File: src/rtl/nvme_delay_backend.sv
// rtl/nvme_delay_backend.sv - NVMe back-end latency model returning R/B responses a programmable delay after acceptance
module nvme_delay_backend #(
    parameter int ID_W   = 8,
    parameter int ADDR_W = 64,
    parameter int DATA_W = 512,
    parameter int DEPTH  = 16
) (
    input  logic              axi4_mm_clk,
    input  logic              axi4_mm_rst,
    input  logic              i_update,
    input  logic [63:0]       i_delay_cnt,
    input  logic              s_arvalid,
    output logic              s_arready,
    input  logic [ID_W-1:0]   s_arid,
    input  logic [ADDR_W-1:0] s_araddr,
    output logic              s_rvalid,
    input  logic              s_rready,
    output logic [ID_W-1:0]   s_rid,
    output logic [DATA_W-1:0] s_rdata,
    output logic [1:0]        s_rresp,
    output logic              s_rlast,
    input  logic              s_awvalid,
    output logic              s_awready,
    input  logic [ID_W-1:0]   s_awid,
    input  logic [ADDR_W-1:0] s_awaddr,
    input  logic              s_wvalid,
    output logic              s_wready,
    input  logic [DATA_W-1:0] s_wdata,
    input  logic              s_wlast,
    output logic              s_bvalid,
    input  logic              s_bready,
    output logic [ID_W-1:0]   s_bid,
    output logic [1:0]        s_bresp,
    output logic [63:0]       o_in_flight
);
    localparam int PW  = $clog2(DEPTH);
    localparam int CW  = PW + 1;
    localparam int REP = DATA_W / ADDR_W;

    logic [63:0] ts;
    logic [63:0] delay_q;

    logic [ID_W-1:0]   rd_id_mem   [DEPTH];
    logic [ADDR_W-1:0] rd_addr_mem [DEPTH];
    logic [63:0]       rd_due_mem  [DEPTH];
    logic [PW-1:0]     rd_wp, rd_rp;
    logic [CW-1:0]     rd_count, rd_cnt_nx;
    logic              rd_push, rd_pop, rd_full, rd_ready;

    logic [ID_W-1:0]   wr_id_mem   [DEPTH];
    logic [63:0]       wr_due_mem  [DEPTH];
    logic              wr_err_mem  [DEPTH];
    logic [PW-1:0]     wr_wp, wr_rp;
    logic [CW-1:0]     wr_count, wr_cnt_nx;
    logic              wr_push, wr_pop, wr_full, wr_ready;

    logic unused_inputs;
    assign unused_inputs = ^{s_awaddr, s_wdata};

    always_ff @(posedge axi4_mm_clk or posedge axi4_mm_rst) begin
        if (axi4_mm_rst) begin
            ts      <= '0;
            delay_q <= '0;
        end else begin
            ts <= ts + 64'd1;
            if (i_update) delay_q <= i_delay_cnt;
        end
    end

    // Stored due is one past ts+delay so that delay 0 surfaces the cycle after acceptance.
    assign rd_full   = (rd_count == CW'(DEPTH));
    assign s_arready = !rd_full;
    assign rd_push   = s_arvalid && !rd_full;
    assign rd_ready  = (rd_count != '0) && (ts >= rd_due_mem[rd_rp]);
    assign rd_pop    = rd_ready && s_rready;

    assign s_rvalid = rd_ready;
    assign s_rid    = rd_ready ? rd_id_mem[rd_rp] : '0;
    assign s_rdata  = rd_ready ? {REP{rd_addr_mem[rd_rp]}} : '0;
    assign s_rresp  = 2'b00;
    assign s_rlast  = rd_ready;

    always_ff @(posedge axi4_mm_clk) begin
        if (rd_push) begin
            rd_id_mem[rd_wp]   <= s_arid;
            rd_addr_mem[rd_wp] <= s_araddr;
            rd_due_mem[rd_wp]  <= ts + delay_q + 64'd1;
        end
    end

    always_comb begin
        rd_cnt_nx = rd_count;
        if (rd_push && !rd_pop)      rd_cnt_nx = rd_count + CW'(1);
        else if (!rd_push && rd_pop) rd_cnt_nx = rd_count - CW'(1);
    end

    always_ff @(posedge axi4_mm_clk or posedge axi4_mm_rst) begin
        if (axi4_mm_rst) begin
            rd_wp    <= '0;
            rd_rp    <= '0;
            rd_count <= '0;
        end else begin
            if (rd_push) rd_wp <= rd_wp + PW'(1);
            if (rd_pop)  rd_rp <= rd_rp + PW'(1);
            rd_count <= rd_cnt_nx;
        end
    end

    // AW and W are only ever taken together; write data itself is dropped.
    assign wr_full   = (wr_count == CW'(DEPTH));
    assign wr_push   = s_awvalid && s_wvalid && !wr_full;
    assign s_awready = wr_push;
    assign s_wready  = wr_push;
    assign wr_ready  = (wr_count != '0) && (ts >= wr_due_mem[wr_rp]);
    assign wr_pop    = wr_ready && s_bready;

    assign s_bvalid = wr_ready;
    assign s_bid    = wr_ready ? wr_id_mem[wr_rp] : '0;
    assign s_bresp  = (wr_ready && wr_err_mem[wr_rp]) ? 2'b10 : 2'b00;

    always_ff @(posedge axi4_mm_clk) begin
        if (wr_push) begin
            wr_id_mem[wr_wp]  <= s_awid;
            wr_due_mem[wr_wp] <= ts + delay_q + 64'd1;
            wr_err_mem[wr_wp] <= !s_wlast;
        end
    end

    always_comb begin
        wr_cnt_nx = wr_count;
        if (wr_push && !wr_pop)      wr_cnt_nx = wr_count + CW'(1);
        else if (!wr_push && wr_pop) wr_cnt_nx = wr_count - CW'(1);
    end

    always_ff @(posedge axi4_mm_clk or posedge axi4_mm_rst) begin
        if (axi4_mm_rst) begin
            wr_wp       <= '0;
            wr_rp       <= '0;
            wr_count    <= '0;
            o_in_flight <= '0;
        end else begin
            if (wr_push) wr_wp <= wr_wp + PW'(1);
            if (wr_pop)  wr_rp <= wr_rp + PW'(1);
            wr_count    <= wr_cnt_nx;
            o_in_flight <= 64'(rd_cnt_nx) + 64'(wr_cnt_nx);
        end
    end
endmodule

File: config.mk
export PLATFORM = sky130hd
export DESIGN_NAME = nvme_delay_backend
export DESIGN_NICKNAME = d
export VERILOG_FILES = /design/src/rtl/nvme_delay_backend.sv
export SDC_FILE = /design/constraint.sdc
export NUM_CORES = 2
export LEC_CHECK = 0
export CORE_ASPECT_RATIO = 1.25
export CORE_UTILIZATION = 31
export CTS_BUF_LIST = sky130_fd_sc_hd__clkbuf_8
export CTS_CLUSTER_SIZE = 20
export DETAILED_ROUTE_END_ITERATION = 6
export REMOVE_ABC_BUFFERS = 1
export SLEW_MARGIN = 20
export SYNTH_ARGS = -nofsm -noshare
export SYNTH_HDL_FRONTEND = slang
export SYNTH_SLANG_ARGS = --single-unit
File: constraint.sdc
create_clock -name axi4_mm_clk -period 18.7 [get_ports axi4_mm_clk]
set_input_delay 3.74 -clock axi4_mm_clk [delete_from_list [all_inputs] [get_ports axi4_mm_clk]]
set_output_delay 3.74 -clock axi4_mm_clk [all_outputs]
set_load 0.005 [all_outputs]
==> impl_metrics.csv <==
group,metric,value,unit
yosys,synth.area.top_cells,"edfxtp_1, mux4_2, dfrtp_1",
clock_network,htree_levels,6,
timing,fin_crit_sh,71.96,%
global_routing,grt_pass1_wl,505900,um
place,dp_slack,6.314,ns
min_path,whs_path_depth,1,
pwr,ir_drop,0.06972,mV
place,gp_congestion,0.8743,
global_routing,grt_overflow_total,0,
critical_path,reg2reg_slack,9.15,ns
clock_network,insertion_delay,1.21,ns
routing,vias,68546,
timing,worst-slew-pin-transition,1.167,ns
clock_network,cts_made_buffers,539,
floorplanning,die_width,610,um
critical_path,cp_max_fo,70,
final_layout,final_cell_area,0.1655,mm^2
min_path,hp-start,"delay_q[28]",
yosys,netlist_instances,6812,
yosys,synth_ff_type,"edfxtp_1",
clock_network,cts_tree,"built",
routing,drt-total-wl,353100,um
routing,first_pass_iters,5,
timing,maxSlewViolCount,0,
timing,post-route-min-period,13.46,ns
run,max-cap-violations,0,
place,dp_hpwl,200600,um
clock_network,clock_sinks,3504,
timing,final.setup.worst_slack,5.243,ns
yosys,synth.avg_cell_area,21.03,um^2
critical_path,endpoint_kind,"output pin",
yosys,synth_area,0.1432,mm^2
routing,first_iter_violations,5913,
final_layout,fillers,41941,
place,place_area,0.1550,mm^2
min_path,hold_class,"reg -> reg",
final_layout,layout-drive-gt1-share,26.36,%
clock_network,clkTransAtPathRegs,0.07,ns
yosys,synth_edf_count,3344,
global_routing,grt_usage,14.80,%
routing,post_drt_via_cell_ratio,4.929,
clock_network,cts_buffer_depth,4,
clock_network,cts_hold_buf,0,
yosys,synth_top_cell_area_share,70.10,%
critical_path,r2r_end,"o_in_flight[5]",
yosys,yosys_warnings,0,
global_routing,grt_max_degree,95,
final_layout,nets,8407,
yosys,yosysTopAreaCell,"edfxtp_1",
timing,rsz0062_at_grt,"false",
yosys,synth_seq_area_share,72.90,%
pwr,pwr_density_cell,103.0,mW/mm^2
clock_network,cts_resized,0,
timing,setup_violations,0,
clock_network,post-cts-setup-buffers,0,
timing,fin_worst_skew,0.08554,ns
timing,hold_viol,0,
critical_path,crit_type,"reg -> out",
global_routing,grt_pass1_vias,72682,
global_routing,antenna_found_initial,32,
floorplanning,rows,278,
critical_path,timing.rr.start,"rd_rp[1]",
floorplanning,die-height,762,um
critical_path,worstPathArrival,9.72,ns
clock_network,cts_root_buffer,"clkbuf_8",
critical_path,critPathLaunchType,"flip-flop",
yosys,synth-seq-cells,3504,
final_layout,area_delta_synth_final,15.55,%
routing,routedWlPerCell,25.39,um
floorplanning,start_util,31.20,%
critical_path,r2r_cells,20,
yosys,synth_async_sr_flop_share,4.566,%
yosys,synth_cell_types,76,
routing,ant_nets,0,
outcome,status,"completed",
place,portBuffers,693,
floorplanning,die_area,0.4648,mm^2
floorplanning,core_area,0.4591,mm^2
pwr,p_leak,52.68,nW
min_path,min_to,"delay_q[28]",
timing,hold_ws,0.5239,ns
floorplanning,io_pins,1331,
timing,slew_headroom,20.95,%
critical_path,cp.required,14.96,ns
timing,fmax,74.31,MHz
routing,drc_errors,0,
-- layout by cell type (no fill, tap or decap), types with 16 or more instances in the layout --
cell type	n
a21o_1	69
nor2_1	62
edfxtp_1	3344
xnor2_2	18
o21ai_0	69
clkinv_1	114
mux4_2	1041
mux2_2	69
inv_6	19
ha_1	211
nand3_1	56
dfrtp_1	152
and3_1	39
nand4_1	46
and2_4	20
nand2_1	108
nor3_1	17
bufinv_16	18
xnor2_1	73
clkdlybuf4s50_1	692
buf_4	140
xor2_4	21
and2_1	79
a21oi_1	122
clkinv_2	48
inv_12	16
inv_1	325
conb_1	61
clkbuf_8	553
-- critical path, cell delays in order, from the launching register on --
cell	delay, ns
dfrtp_4	0.85
buf_4	0.68
buf_4	0.80
mux4_2	0.42
mux4_2	0.48
inv_1	0.18
ha_1	0.17
and4_1	0.35
nand2_1	0.09
o311ai_1	0.99
a21oi_1	0.18
a21oi_2	0.76
o211ai_1	0.20
a21o_1	0.27
clkinv_2	0.15
buf_4	0.55
and2_1	0.40
clkdlybuf4s50_1	0.58
-- layout make-up --
class,count,area (um^2),share of cell area (%)
antenna,11,27.53,0.01663
clock buffer,553,7611,4.598
clock inverter,399,2547,1.539
inverter,172,654.4,0.3953
multi-input combinational,2404,34490,20.84
sequential,3504,104500,63.10
tap,6020,7532,4.551
timing repair buffer,844,8209,4.960
-- registers in the layout, indices dropped and copies added (netlist names) --
register     cells
rd_wp            4
wr_id_mem      128
wr_count         5
rd_id_mem      128
rd_count         5
wr_wp            4
rd_due_mem    1024
delay_q         64
wr_rp            4
rd_rp            4
rd_addr_mem   1024
wr_due_mem    1024
wr_err_mem      16
o_in_flight      6
ts              64
-- Yosys cell counts (43+ instances only) --
master,count
xnor2_1,104
and2_1,99
a21o_1,69
inv_1,171
nand3_1,56
nor2_1,66
nand2_1,108
ha_1,211
buf_4,511
nand4_1,46
dfrtp_1,160
mux4_2,1041
o21ai_0,70
edfxtp_1,3344
clkbuf_1,200
mux2_2,69
and3_1,43
a21oi_1,124
buf_1,79
-- report_power, final --
group	switching, mW	internal (mW)	total [mW]
clock network	3.07	3.05	6.12
registers	0.161	9.36	9.52
logic	1.00	0.402	1.41
-- worst max-delay path by stage --
stage | start | slack, ns | depth (start not counted) | endpoint
after floorplan | rd_rp[0] | -9.98 | 14 | s_rdata[0]
after detailed placement | rd_rp[0] | 6.31 | 17 | s_rdata[49]
final | rd_rp[1] | 5.24 | 17 | s_rdata[49]
after global routing | rd_rp[0] | 4.77 | 17 | s_rdata[49]
after CTS | rd_rp[0] | 4.90 | 17 | s_rdata[49]
after global placement | rd_rp[0] | 6.40 | 17 | s_rdata[76]
-- cell families (layout without fill, tap and decap cells) --
family	after synthesis	count (layout)	synth area share [%]
simple gates	505	505	1.879
flops	3504	3504	72.90
compound gates	366	366	1.658
fa+ha+maj	215	215	1.885
mux	1115	1115	16.94
xor+xnor	142	142	0.8682
other cells	1	72	0.002618
buf+inv	964	1968	3.867
-- layer usage --
metal	vias up	wire [um]	GRT usage, %
li1	28812	-	-
met1	36721	138900	18.14
met2	2346	184000	26.55
met3	647	18410	2.196
met4	20	11670	5.042
met5	-	138	0
-- stage by stage --
step           instances  TNS (ns)  power, mW  util (%)
2_1_floorplan       6080  -5307.80      10.44         -
3_3_place_gp       12943         0      11.03     33.74
3_5_place_dp       12943         0      11.12     33.77
4_1_cts            13895         0      17.25     35.98
5_1_grt            13898         0      17.65     36.05
6_report           13907         0      17.05     36.05
Note: power is estimated with default switching activity, not from simulation.
